--- src/rtl/fetch_sequencer.sv ---
// Instruction-fetch sequencer: owns the pc, issues one instruction-memory read at a time,
// and hands the captured word downstream over a valid/ready handshake with redirect support.
//
// state    | meaning
// ---------+----------------------------------------------------------
// ST_IDLE  | no request outstanding, nothing held
// ST_FETCH | request outstanding, response will be kept
// ST_HOLD  | instruction presented downstream, waiting for acceptance
// ST_DRAIN | request outstanding, response will be discarded (redirected)
`timescale 1ns/1ps
module fetch_sequencer #(
  parameter int          ADDR_W   = 8,
  parameter logic [31:0] RESET_PC = 32'h0000_0000
) (
  input  logic              i_clk,
  input  logic              i_rst,
  input  logic              i_en,
  input  logic              i_redirect,
  input  logic [31:0]       i_redirect_pc,
  output logic              o_mem_req,
  output logic [ADDR_W-1:0] o_mem_addr,
  input  logic              i_mem_ack,
  input  logic [31:0]       i_mem_rdata,
  output logic              o_instr_valid,
  input  logic              i_instr_ready,
  output logic [31:0]       o_instr_out,
  output logic [31:0]       o_instr_pc,
  output logic [31:0]       o_pc
);

  typedef enum logic [1:0] {
    ST_IDLE  = 2'd0,
    ST_FETCH = 2'd1,
    ST_HOLD  = 2'd2,
    ST_DRAIN = 2'd3
  } state_t;

  state_t              r_state;
  logic [31:0]         r_pc;
  logic                r_mem_req;
  logic [ADDR_W-1:0]   r_mem_addr;
  logic                r_instr_valid;
  logic [31:0]         r_instr_out;
  logic [31:0]         r_instr_pc;

  logic [31:0]         w_redir_pc;
  logic [31:0]         w_resume_pc;
  logic [ADDR_W-1:0]   w_launch_addr;

  // A redirect in the same cycle as a launch decision makes the new fetch use the target directly.
  assign w_redir_pc    = i_redirect_pc & 32'hFFFF_FFFC;
  assign w_resume_pc   = i_redirect ? w_redir_pc : r_pc;
  assign w_launch_addr = w_resume_pc[ADDR_W+1:2];

  always_ff @(posedge i_clk) begin
    if (i_rst) begin
      r_state       <= ST_IDLE;
      r_pc          <= RESET_PC;
      r_mem_req     <= 1'b0;
      r_mem_addr    <= '0;
      r_instr_valid <= 1'b0;
      r_instr_out   <= '0;
      r_instr_pc    <= '0;
    end else begin
      if (i_redirect) begin
        r_pc          <= w_redir_pc;
        r_instr_valid <= 1'b0;
      end
      case (r_state)
        ST_IDLE: begin
          if (i_en && !i_redirect) begin
            r_state    <= ST_FETCH;
            r_mem_req  <= 1'b1;
            r_mem_addr <= w_launch_addr;
          end
        end
        ST_FETCH: begin
          if (i_mem_ack) begin
            if (i_redirect) begin
              r_state    <= i_en ? ST_FETCH : ST_IDLE;
              r_mem_req  <= i_en;
              r_mem_addr <= w_launch_addr;
            end else begin
              r_instr_out   <= i_mem_rdata;
              r_instr_pc    <= r_pc;
              r_pc          <= r_pc + 32'd4;
              r_instr_valid <= 1'b1;
              r_state       <= ST_HOLD;
              r_mem_req     <= 1'b0;
            end
          end else if (i_redirect) begin
            r_state <= ST_DRAIN;
          end
        end
        ST_HOLD: begin
          if (i_redirect || i_instr_ready) begin
            r_instr_valid <= 1'b0;
            r_state       <= i_en ? ST_FETCH : ST_IDLE;
            r_mem_req     <= i_en;
            r_mem_addr    <= w_launch_addr;
          end
        end
        ST_DRAIN: begin
          // A redirect coinciding with the ack still retires the stale request.
          if (i_mem_ack) begin
            r_state    <= i_en ? ST_FETCH : ST_IDLE;
            r_mem_req  <= i_en;
            r_mem_addr <= w_launch_addr;
          end
        end
        default: begin
          r_state   <= ST_IDLE;
          r_mem_req <= 1'b0;
        end
      endcase
    end
  end

  assign o_mem_req     = r_mem_req;
  assign o_mem_addr    = r_mem_addr;
  assign o_instr_valid = r_instr_valid;
  assign o_instr_out   = r_instr_out;
  assign o_instr_pc    = r_instr_pc;
  assign o_pc          = r_pc;

endmodule

--- config.mk ---
export PLATFORM = sky130hd
export DESIGN_NAME = fetch_sequencer
export DESIGN_NICKNAME = d
export VERILOG_FILES = /design/src/rtl/fetch_sequencer.sv
export SDC_FILE = /design/constraint.sdc
export NUM_CORES = 1
export LEC_CHECK = 0
export CAP_MARGIN = 20
export CORE_MARGIN = 2
export CORE_UTILIZATION = 48
export DETAILED_ROUTE_END_ITERATION = 7
export PLACE_DENSITY = 0.95
export SLEW_MARGIN = 0
export SYNTH_ARGS = -nofsm -noshare
export SYNTH_HDL_FRONTEND = slang
export SYNTH_SLANG_ARGS = --single-unit
--- constraint.sdc ---
create_clock -name i_clk -period 5.8 [get_ports i_clk]
set_clock_uncertainty 0.05 [all_clocks]
set_input_delay 0.58 -clock i_clk [delete_from_list [all_inputs] [get_ports i_clk]]
set_output_delay 0.58 -clock i_clk [all_outputs]
set_load 0.02 [all_outputs]
# ---- After elaboration in Yosys (flattened, before gate mapping)
# Index checks and enable logic that the tools add are counted.
dict set report word_totals {
  inputBits 70
  regBits 108
}
dict set report classes {
  n_eq_ne 9
  mux 29
  add_sub_neg 1
  bitwise 1
  reduce_logical 8
}
# op count
set ops {}
lappend ops {{32-bit two-way mux} 4}
lappend ops {{8-bit two-way mux} 5}
lappend ops {{32-bit by 3-bit adder with 32-bit output (second input constant)} 1}
lappend ops {{8-bit case mux with 4 select lines} 1}
lappend ops {{2-bit two-way mux} 6}
lappend ops {{1-bit two-way mux} 10}
lappend ops {{2-bit inequality test (second input constant)} 5}
lappend ops {{2-bit case mux with 4 select lines} 1}
lappend ops {{4-bit AND reduction} 2}
lappend ops {{5-bit AND reduction} 1}
lappend ops {{2-bit == test (second input constant)} 2}
lappend ops {{1-bit case mux with 4 select lines} 1}
lappend ops {{3-bit inequality test (second input constant)} 1}
lappend ops {{3-bit AND reduction} 1}
lappend ops {{2-bit by 1-bit == test with 1-bit output (second input constant)} 1}
lappend ops {{2-bit logical NOT} 1}
lappend ops {{1-bit case mux with 2 select lines} 1}
lappend ops {{1-bit logical AND} 1}
lappend ops {{1-bit logical NOT} 1}
lappend ops {{1-bit logical OR} 1}
lappend ops {{1-bit inverter} 1}

# ---- Logic depth before layout (Yosys ltp)
# Gate-level depths: netlist of the first run.
dict set report logic_depth {
  depth_word 4
  depth_mapped 8
}

# ---- Worst setup path before layout of the first run
# OpenSTA, ideal clock, no wires.
dict set report synth_timing {
  path_kind {reg-to-reg}
  from {register r_state[1]}
  to {register r_pc[30] (netlist: o_pc[30])}
  setup_time_ps 95
  stages_incl_launch_ff 8
  t_required_ps 5655
  setup_slack_ps 3738
  arrival_time_ps 1917
  cell_sequence {dfxtp_1 inv_1 ha_1 buf_4 nand3_1 or4_4 or3_1 a221oi_1}
}
dict set report synth_between {
  elab_chain_len 2
}
# item line_no
set synth_lines {}
lappend synth_lines {{start: declaration} 38} ;# state_t r_state;
lappend synth_lines {{start signal: assignment} 80} ;# r_state <= i_en ? ST_FETCH : ST_IDLE;
lappend synth_lines {{start signal: assignment} 98} ;# r_state <= i_en ? ST_FETCH : ST_IDLE;
lappend synth_lines {{start signal: assignment} 106} ;# r_state <= i_en ? ST_FETCH : ST_IDLE;
lappend synth_lines {{2-bit by 1-bit == test with 1-bit output} 69} ;# case (r_state)
lappend synth_lines {{32-bit two-way mux} 69}
lappend synth_lines {{end signal: assignment} 66} ;# r_pc <= w_redir_pc;
lappend synth_lines {{end signal: assignment} 86} ;# r_pc <= r_pc + 32'd4;
lappend synth_lines {{end: declaration} 39} ;# logic [31:0] r_pc;
# Every way passes these cells.
# A chain may end at the register's enable or synchronous reset.

# ---- Final worst setup path of the first run
dict set report layout_timing {
  from {input port i_redirect}
  to {register r_instr_out[18] (netlist: o_instr_out[18])}
}
dict set report layout_between {
  elab_chain_len 2
}
# item line_no
set layout_lines {}
lappend layout_lines {{start: declaration} 18} ;# input logic i_redirect,
lappend layout_lines {{1-bit inverter (no line)} -}
lappend layout_lines {{3-bit AND reduction (no line)} -}
lappend layout_lines {{end signal: assignment} 84} ;# r_instr_out <= i_mem_rdata;
lappend layout_lines {{end: declaration} 43} ;# logic [31:0] r_instr_out;
# Every way passes these cells.

==> key figures, run 1 <==
Timing
  • Minimum clock period: 2700 ps
  • Fin. Hold Viols: 0
  • Slew Viols, Final: 0
  • Final WS setup: 3100 ps
  • Hold Slack: 409 ps
  • Worst-Margin Slew: 1110 ps
  • Max Freq: 370 MHz
  • RSZ-0062 raised after global routing: false
  • Max-slew headroom: 0.259
  • Final setup fails: 0
  • Setup TNS: 0 ps
  • Fin crit share: 0.466

Logic synthesis
  • Async set-or-reset flop fraction in the synthesized netlist: 0
  • Post-Synth Adder-Cell Area: 0.0158
  • Post-synth EDFFs: 0
  • Most frequent cell after synthesis: nand2_1
  • Largest family of logic cells by synthesized area: simple AND/OR/NAND/NOR gates
  • Seq/Total Area, Yosys: 0.456
  • Multiplexer share of the synthesized area: 0.0140
  • Main flop type after synthesis: dfxtp_1
  • Count of different cell masters after synthesis: 52
  • Avg Cell Area, Syn: 8.09 um^2
  • Synth Area in Simple Gates: 0.234
  • Most frequent cells after synthesis: nand2_1 (145), dfxtp_1 (108), a21oi_1 (75)
  • Flops & latches, synth: 108
  • Post-Syn Area: 4740 um^2
  • Post-Synth XOR/XNOR Area: 0.0259
  • Cell taking the most area after synthesis: dfxtp_1
  • Top post-synthesis cells by area: dfxtp_1 (46%), nand2_1 (11%), a21oi_1 (7.9%)
  • Synth Instances: 586
  • Syn_nets: 662
  • Fraction of the mapped netlist area in compound gates: 0.195
  • Synth warn: 0
  • Yosys top cell area share: 0.456

Route
  • Via/cell ratio: 5.56
  • DR iter-0 viols: 190
  • Final wirelength: 14.3 mm
  • First-pass iteration count of the detailed router: 5
  • Final ANT Viol Nets: 0
  • Met1 WL: 5.87 mm
  • Highest metal used: met4
  • Met3 Wirelength: 771 um
  • Via count: 4822
  • DRC: 0
  • Average wire per standard cell: 16.5 um
  • Routed wl met2: 7.36 mm

Placement
  • Detailed placement HPWL: 9.83 mm
  • Pre-CTS WS: 2750 ps
  • Dpl cell area: 6480 um^2
  • PortBufs: 173
  • Gpl congestion: 0.798

Floorplanning
  • Core area: 9680 um^2
  • Die height: 103 um
  • Io pins: 176
  • Row count: 36
  • Die width: 103 um
  • Initial Util: 0.489
  • Die footprint: 10700 um^2

Clocking
  • Maximum buffer depth of the clock tree: 2
  • Root buf cell: clkbuf_8
  • Post-CTS sizing: 0
  • Clock sink total: 108
  • Hold-fix buffers, CTS: 0
  • Post-CTS Setup Bufs: 0
  • Clk_lat worst skew: 380 ps
  • H-tree levels: 3
  • Total CTS buffers: 9
  • Reg clk slew, reported paths: 100 ps
  • CTS tree: done

Setup path
  • Worst Path Arrival: 2950 ps
  • Crit Path Category: primary input to flop
  • Crit Path Max Fanout: 52
  • Crit path capture type: flop
  • Worst setup SP type: primary input
  • Worst EP required: 6050 ps

Global route
  • Gr usage total: 0.258
  • First-pass GRT wire length: 21.7 mm
  • Initial antenna violation count: 0
  • Total gr overflow: 0
  • Pin count of the biggest net entering global routing: 109
  • Number of global-route vias before repair: 4566

Run status
  • Outcome: finished, final reports clean

Finish
  • Ratio of cells with drive above 1 in the final layout: 0.0490
  • Synth-to-layout area growth: 41.9%
  • Fin area: 6720 um^2
  • Diode count: 0
  • Fin nets: 805

Power and ir drop
  • Lkg Pwr: 2.28 nW
  • PwrDens: 253 nW/um^2
  • Total power: 1.70 mW
  • Worst vdd ir: 152 uV

Min path
  • Hold crit path type: flop to flop

Flow run
  • Max-cap viol count: 0
## area by class of cell
cell class | count | area (um^2)
Timing Repair Buffer | 177 | 1760
Inverter | 21 | 78.8
Clock inverter | 6 | 109
Multi-Input combinational cell | 412 | 2310
Fill cell | 753 | 2960
Tap cell | 133 | 166
Clock buffer | 10 | 138
Sequential cell | 108 | 2160
## worst max-delay path: stages
cell             delay (ps)
clkdlybuf4s50_1         760
buf_4                   400
nor2_4                  320
buf_4                   540
nand2_1                 130
a21oi_1                 160
## logic make-up (layout without fill, tap and decap cells)
group                      after synthesis  after routing
and+or+nand+nor                        240            240
AOI/OAI and AO/OA                      146            146
DFF                                    108            108
buffers and inverters                   66            214
xor gates and xnor gates                14             14
adders and majority gates                6              6
muxes                                    6              6
## report_power, final
| part | internal (mW) | leakage (nW) | switching, mW |
|---|---|---|---|
| logic | 0.153 | 1.27 | 0.167 |
| registers | 0.781 | 0.881 | 0.0409 |
| clock network | 0.299 | 0.127 | 0.263 |
## registers in the layout, indices dropped and copies added (netlist names)
signal and cells:
o_mem_addr 8, o_instr_pc 32, o_instr_out 32, o_pc 32, o_instr_valid 1, r_state 2
o_mem_req 1
## worst paths after layout
kind                   from              end  slack [ps]  depth (start not counted)
max              i_redirect  o_instr_out[18]        3100                          6
min          o_instr_pc[19]   o_instr_pc[19]         410                          2
max reg2reg      r_state[1]  o_instr_out[18]        3250                          7
min reg2reg  o_instr_pc[19]   o_instr_pc[19]         410                          2
## cells in the final DEF (no fill, tap or decap), types with 4 or more instances in the layout
master           count
clkdlybuf4s50_1    172
nand2_1            145
dfxtp_1            108
a21oi_1             75
a211oi_1            26
nor2_1              26
inv_1               19
nand3_1             13
a311oi_1            10
clkbuf_8            10
o31ai_1              9
nand4_1              8
or4_1                8
nor4_1               7
xor2_1               7
xnor2_1              7
and4_1               6
ha_1                 6
o21ai_0              5
nor3_1               5
mux2_2               5
o31a_1               5
buf_4                5
a21o_1               4
or3_1                4
## through the flow
| stage | utilization | std cells |
|---|---|---|
| after CTS | 0.694 | 867 |
| after detailed placement | 0.669 | 851 |
| final | 0.694 | 867 |
| after global placement | 0.669 | 851 |
| after floorplan | - | 586 |
| after global routing | 0.694 | 867 |
## per-layer routing
| metal | track usage | vias to the layer above |
|---|---|---|
| met5 | 0 | - |
| met2 | 0.454 | 172 |
| met3 | 0.0470 | 32 |
| li1 | - | 2330 |
| met4 | 0.102 | 0 |
| met1 | 0.310 | 2288 |
(Power assumes the default switching activity.)
==> run 2: changes to the inputs <==
--- a/config.mk
+++ b/config.mk
@@ -7,9 +7,9 @@
 export LEC_CHECK = 0
 export CAP_MARGIN = 20
 export CORE_MARGIN = 2
-export CORE_UTILIZATION = 48
+export CORE_UTILIZATION = 45
 export DETAILED_ROUTE_END_ITERATION = 7
-export PLACE_DENSITY = 0.95
+export PLACE_DENSITY = 0.91
 export SLEW_MARGIN = 0
 export SYNTH_ARGS = -nofsm -noshare
 export SYNTH_HDL_FRONTEND = slang
==> constraint.sdc (replaced) <==
create_clock -name i_clk -period 2.6 [get_ports i_clk]
set_clock_uncertainty 0.05 [all_clocks]
set_input_delay 0.26 -clock i_clk [delete_from_list [all_inputs] [get_ports i_clk]]
set_output_delay 0.26 -clock i_clk [all_outputs]
set_load 0.02 [all_outputs]
==> key figures, run 2 (synthesized netlist as in run 1, its figures left out) <==
Run status
  • Outcome: finished, final reports clean

Power and ir drop
  • Worst vdd ir: 316 uV (+110%)
  • Lkg Pwr: 2.32 nW (+1.8%)
  • PwrDens: 527 nW/um^2 (+110%)
  • Total power: 3.58 mW (+110%)

Finish
  • Diode count: 0 (unchanged)
  • Synth-to-layout area growth: 43.3%
  • Fin nets: 816 (+1.4%)
  • Most frequent cells in the layout: clkdlybuf4s50_1 (172), nand2_1 (145), dfxtp_1 (108)
  • Fill count: 870 (+16%)
  • Commonest non-fill, non-tap cell in the layout: clkdlybuf4s50_1
  • Ratio of cells with drive above 1 in the final layout: 0.0591 (+0.0100)
  • Fin area: 6790 um^2 (+1.0%)
  • Multi-input gate area: 2310 um^2 (unchanged)
  • Layout Cells excl Fill: 881 (+1.6%)
  • Final Util: 0.661 (-0.0332)
  • Register Area: 2160 um^2 (unchanged)

Floorplanning
  • Die footprint: 11400 um^2 (+6.4%)
  • Row count: 37 (+2.8%)
  • Core area: 10300 um^2 (+6.1%)
  • Initial Util: 0.461 (-0.0282)
  • Die height: 107 um (+3.1%)
  • Io pins: 176 (unchanged)
  • Die width: 107 um (+3.1%)

Route
  • Via/cell ratio: 5.49 (-1.2%)
  • First-pass iteration count of the detailed router: 5 (unchanged)
  • Final ANT Viol Nets: 0 (unchanged)
  • Final wirelength: 13.7 mm (-4.5%)
  • DR iter-0 viols: 260 (+37%)
  • DRC: 0 (unchanged)
  • Average wire per standard cell: 15.5 um (-6.0%)
  • Via count: 4841 (+0.39%)

Flow run
  • Max-cap viol count: 0 (unchanged)

Timing
  • Worst-Margin Slew: 1090 ps (-23.7 ps)
  • Slew Viols, Final: 0 (unchanged)
  • Minimum clock period: 2250 ps
  • Max Freq: 444 MHz
  • RSZ-0062 raised after global routing: false
  • Final setup fails: 0 (unchanged)
  • Max-slew headroom: 0.274 (+0.0158)
  • Fin. Hold Viols: 0 (unchanged)
  • Hold Slack: 383 ps (-25.8 ps)
  • Fin crit share: 0.866
  • Setup TNS: 0 ps (unchanged)
  • Final WS setup: 348 ps (-2750 ps)

Setup path
  • CP delay by family, top: simple AND/OR/NAND/NOR gates
  • Worst path max stage delay: 620 ps (-140 ps)
  • Launch point of the worst reg-to-reg path: o_pc[12]
  • Crit path capture type: flop
  • Worst EP required: 2820 ps (-3230 ps)
  • Worst-path cell chain: and4_1 -> nand4_4 -> or4_1 -> a311oi_1
  • Worst setup SP type: flop
  • FF-to-FF path depth: 4 (-3)
  • Crit Path Max Fanout: 28 (-46%)
  • Worst Path Arrival: 2470 ps (-480 ps)
  • Crit path buffers/inverters: 0 (-3)
  • Crit Path Category: flop to flop
  • Worst reg-to-reg setup slack: 350 ps (-2900 ps)
  • Reg2reg end: o_pc[21]
  • CP max-delay cell: or4_1

Min path
  • Hold Crit Endpoint: o_instr_out[11]
  • Hold crit path type: primary input to flop
  • Hold Crit Start: i_mem_rdata[11]
  • Hold path depth: 3 (+1)

Global route
  • Gr usage total: 0.237 (-0.0206)
  • Number of global-route vias before repair: 4573 (+0.15%)
  • First-pass GRT wire length: 21.9 mm (+1.1%)
  • Initial antenna violation count: 0 (unchanged)
  • Pin count of the biggest net entering global routing: 109 (unchanged)
  • Total gr overflow: 0 (unchanged)

Clocking
  • H-tree levels: 3 (unchanged)
  • CTS tree: done
  • Maximum buffer depth of the clock tree: 2 (unchanged)
  • Clk_lat worst skew: 360 ps (-20 ps)
  • Hold-fix buffers, CTS: 0 (unchanged)
  • Clock sink total: 108 (unchanged)
  • Total CTS buffers: 9 (unchanged)
  • Reg clk slew, reported paths: 100 ps (about the same)
  • Post-CTS Setup Bufs: 0 (unchanged)
  • Post-CTS sizing: 0 (unchanged)
  • Root buf cell: clkbuf_8

Placement
  • Detailed placement HPWL: 9.83 mm (about the same)
  • Pre-CTS WS: 270 ps (-2480 ps)
  • Gpl congestion: 0.820 (+2.7%)
  • PortBufs: 173 (unchanged)
  • Placed cell count: 865 (+1.6%)
  • Dpl cell area: 6600 um^2 (+1.9%)
## run 2: cell count changes in the layout (fill, tap and decap cells not counted), sizes merged
cell	change
buf	+11
clkbuf	+3
bufinv	-2
clkinv	-1
## run 2: worst max-delay path by stage
| stage | cells past startpoint | endpoint | slack [ps] | from |
|---|---|---|---|---|
| after floorplan | 7 | o_pc[30] | 540 | r_state[1] |
| after global placement | 5 | o_pc[30] | 300 | i_mem_ack |
| after detailed placement | 6 | o_mem_req | 270 | i_redirect |
| after CTS | 4 | o_pc[26] | 360 | o_pc[12] |
| after global routing | 6 | o_pc[25] | 220 | r_state[1] |
| final | 4 | o_pc[21] | 350 | o_pc[12] |
## run 2: layout make-up
| class | count | share of cell area |
|---|---|---|
| tap | 136 | 0.0250 |
| multi-input combinational | 412 | 0.340 |
| inverter | 21 | 0.0116 |
| clock buffer | 13 | 0.0219 |
| timing repair buffer | 188 | 0.277 |
| clock inverter | 3 | 0.00645 |
| sequential | 108 | 0.318 |
## run 2: routing by layer
metal	vias up	GRT usage	wire length [um]
li1	2354	-	-
met1	2303	0.291	5690
met2	160	0.409	6810
met3	24	0.0590	879
met4	0	0.0733	293
met5	-	0	0
## run 2: worst min-delay path, cell delays in order
cell and delay [ps]:
clkdlybuf4s50_1 390, nand2_1 50, a21oi_1 50
## run 2: power by group
part           switching, mW  internal, mW
combinational          0.375         0.361
sequential            0.0831          1.74
clock                  0.545         0.476
total                   1.00          2.58
==> run 3: changes to the inputs <==
==> constraint.sdc (replaced) <==
create_clock -name i_clk -period 2.4 [get_ports i_clk]
set_clock_uncertainty 0.05 [all_clocks]
set_input_delay 0.24 -clock i_clk [delete_from_list [all_inputs] [get_ports i_clk]]
set_output_delay 0.24 -clock i_clk [all_outputs]
set_load 0.02 [all_outputs]
==> key figures, run 3 (synthesized netlist as in run 1, its figures left out) <==
Setup path
  • Worst setup SP type: flop
  • Worst-path cell chain: inv_1 -> ha_1 -> and4_1 -> nand4_1 -> o31a_1 -> a2111oi_1
  • Launch point of the worst reg-to-reg path: r_state[1]
  • Worst path max stage delay: 360 ps (-260 ps)
  • CP max-delay cell: dfxtp_1
  • Critical Path Start: r_state[1]
  • Crit Path Category: flop to flop
  • Crit Path Max Fanout: 8 (-71%)
  • Crit path capture type: flop
  • Worst Path Arrival: 2430 ps (-40 ps)
  • Worst EP required: 2590 ps (-230 ps)

Placement
  • Gpl congestion: 0.822 (+0.29%)
  • PortBufs: 173 (unchanged)
  • Dpl cell area: 6620 um^2 (+0.27%)
  • Detailed placement HPWL: 9.78 mm (-0.51%)

Route
  • Final ANT Viol Nets: 0 (unchanged)
  • First-pass iteration count of the detailed router: 5 (unchanged)
  • Average wire per standard cell: 15.4 um (-0.51%)
  • Via count: 4870 (+0.60%)
  • DRC: 0 (unchanged)
  • Final wirelength: 13.7 mm (about the same)
  • DR iter-0 viols: 264 (+1.5%)
  • Via/cell ratio: 5.50 (+0.14%)

Floorplanning
  • Row count: 37 (unchanged)
  • Io pins: 176 (unchanged)
  • Die width: 107 um (unchanged)
  • Initial Util: 0.461 (unchanged)
  • Die height: 107 um (unchanged)
  • Die footprint: 11400 um^2 (unchanged)
  • Core area: 10300 um^2 (unchanged)

Global route
  • First-pass GRT wire length: 21.7 mm (-0.91%)
  • Pin count of the biggest net entering global routing: 92 (-16%)
  • Total gr overflow: 0 (unchanged)
  • Number of global-route vias before repair: 4614 (+0.90%)
  • Gr usage total: 0.234 (-0.00370)
  • Initial antenna violation count: 0 (unchanged)

Clocking
  • Reg clk slew, reported paths: 110 ps (about the same)
  • Post-CTS Setup Bufs: 0 (unchanged)
  • Root buf cell: clkbuf_8
  • Total CTS buffers: 9 (unchanged)
  • CTS tree: done
  • Maximum buffer depth of the clock tree: 2 (unchanged)
  • Hold-fix buffers, CTS: 0 (unchanged)
  • Clk_lat worst skew: 360 ps (about the same)
  • Clock sink total: 108 (unchanged)
  • H-tree levels: 3 (unchanged)
  • Post-CTS sizing: 0 (unchanged)

Timing
  • Minimum clock period: 2240 ps (-15.2 ps)
  • Setup TNS: 0 ps (unchanged)
  • Final setup fails: 0 (unchanged)
  • RSZ-0062 raised after global routing: false
  • Max Freq: 447 MHz (+0.68%)
  • Fin. Hold Viols: 0 (unchanged)
  • Worst-Margin Slew: 929 ps (-159 ps)
  • Fin crit share: 0.932 (+0.0658)
  • Slew Viols, Final: 0 (unchanged)
  • Max-slew headroom: 0.380 (+0.106)

Power and ir drop
  • Sw power: 1.14 mW (+13%)
  • Logic pwr share: 0.211 (+0.005)
  • Sw frac: 0.296 (+0.0163)
  • Sequential share of power: 0.514 (+0.005)
  • Clock power frac: 0.275 (-0.010)
  • Lkg Pwr: 2.32 nW (+0.14%)
  • Int Power: 2.69 mW (+4.5%)
  • Worst vdd ir: 284 uV (-9.9%)
  • PwrDens: 563 nW/um^2 (+6.7%)

Min path
  • Hold crit path type: primary input to flop
  • Hold Crit Start: i_mem_rdata[27]

Flow run
  • Max-cap viol count: 0 (unchanged)

Finish
  • Fin area: 6800 um^2 (+0.15%)
  • Fin nets: 820 (+0.49%)
  • Diode count: 0 (unchanged)
  • Synth-to-layout area growth: 43.6%
  • Most frequent cells in the layout: clkdlybuf4s50_1 (172), nand2_1 (145), dfxtp_1 (108)
  • Commonest non-fill, non-tap cell in the layout: clkdlybuf4s50_1
  • Ratio of cells with drive above 1 in the final layout: 0.0681 (+0.00903)

Run status
  • Outcome: finished, final reports clean
==> run 3: cell type report <==
class,count,area (um^2)
Clock inverter,6,47.5
Tap cell,136,170
Fill cell,862,3470
Sequential cell,108,2160
Timing Repair Buffer,192,1900
Inverter,21,78.8
Clock buffer,10,138
Multi-Input combinational cell,412,2310
==> run 3: final timing paths <==
kind | to | slack (ps) | cells after the start
worst max-delay path | o_pc[25] | 160 | 6
worst min-delay path | o_instr_out[27] | 360 | 3
worst max register to register | o_pc[25] | 160 | 6
worst min register to register | o_instr_pc[7] | 410 | 2
==> run 3: routing by layer <==
| layer | up-vias | wire [um] | track usage |
|---|---|---|---|
| li1 | 2356 | - | - |
| met1 | 2305 | 5630 | 0.288 |
| met2 | 181 | 6850 | 0.404 |
| met3 | 28 | 859 | 0.0426 |
| met4 | 0 | 320 | 0.0900 |
| met5 | - | 0 | 0 |
==> run 3: power by group through the flow <==
stage	clock, mW	sequential, mW	combinational (mW)
2_1_floorplan	0	2.11	0.301
3_3_place_gp	0	2.00	0.787
3_5_place_dp	0	2.01	0.806
4_1_cts	1.07	1.97	0.810
5_1_grt	1.16	1.98	0.869
6_report	1.05	1.97	0.807
==> run 3: critical path: cells and delay by family, from the launching register on <==
| kind | cells | cell delay [ps] |
|---|---|---|
| AOI/OAI and AO/OA | 2 | 710 |
| and+or+nand+nor | 2 | 630 |
| DFF | 1 | 360 |
| adders and majority gates | 1 | 220 |
| buffers and inverters | 1 | 140 |
==> run 3: metrics by stage <==
step / total power [mW] / hold WS (ps) / util / worst slack [ps] / cells
after detailed placement: 2.82 / 396 / 0.644 / 110 / 869
after global routing: 4.01 / 364 / 0.662 / 41.8 / 885
final: 3.83 / 359 / 0.662 / 163 / 885
after global placement: 2.79 / 392 / 0.644 / 190 / 869
after floorplan: 2.41 / 326 / - / 338 / 586
after CTS: 3.85 / 351 / 0.662 / 180 / 885
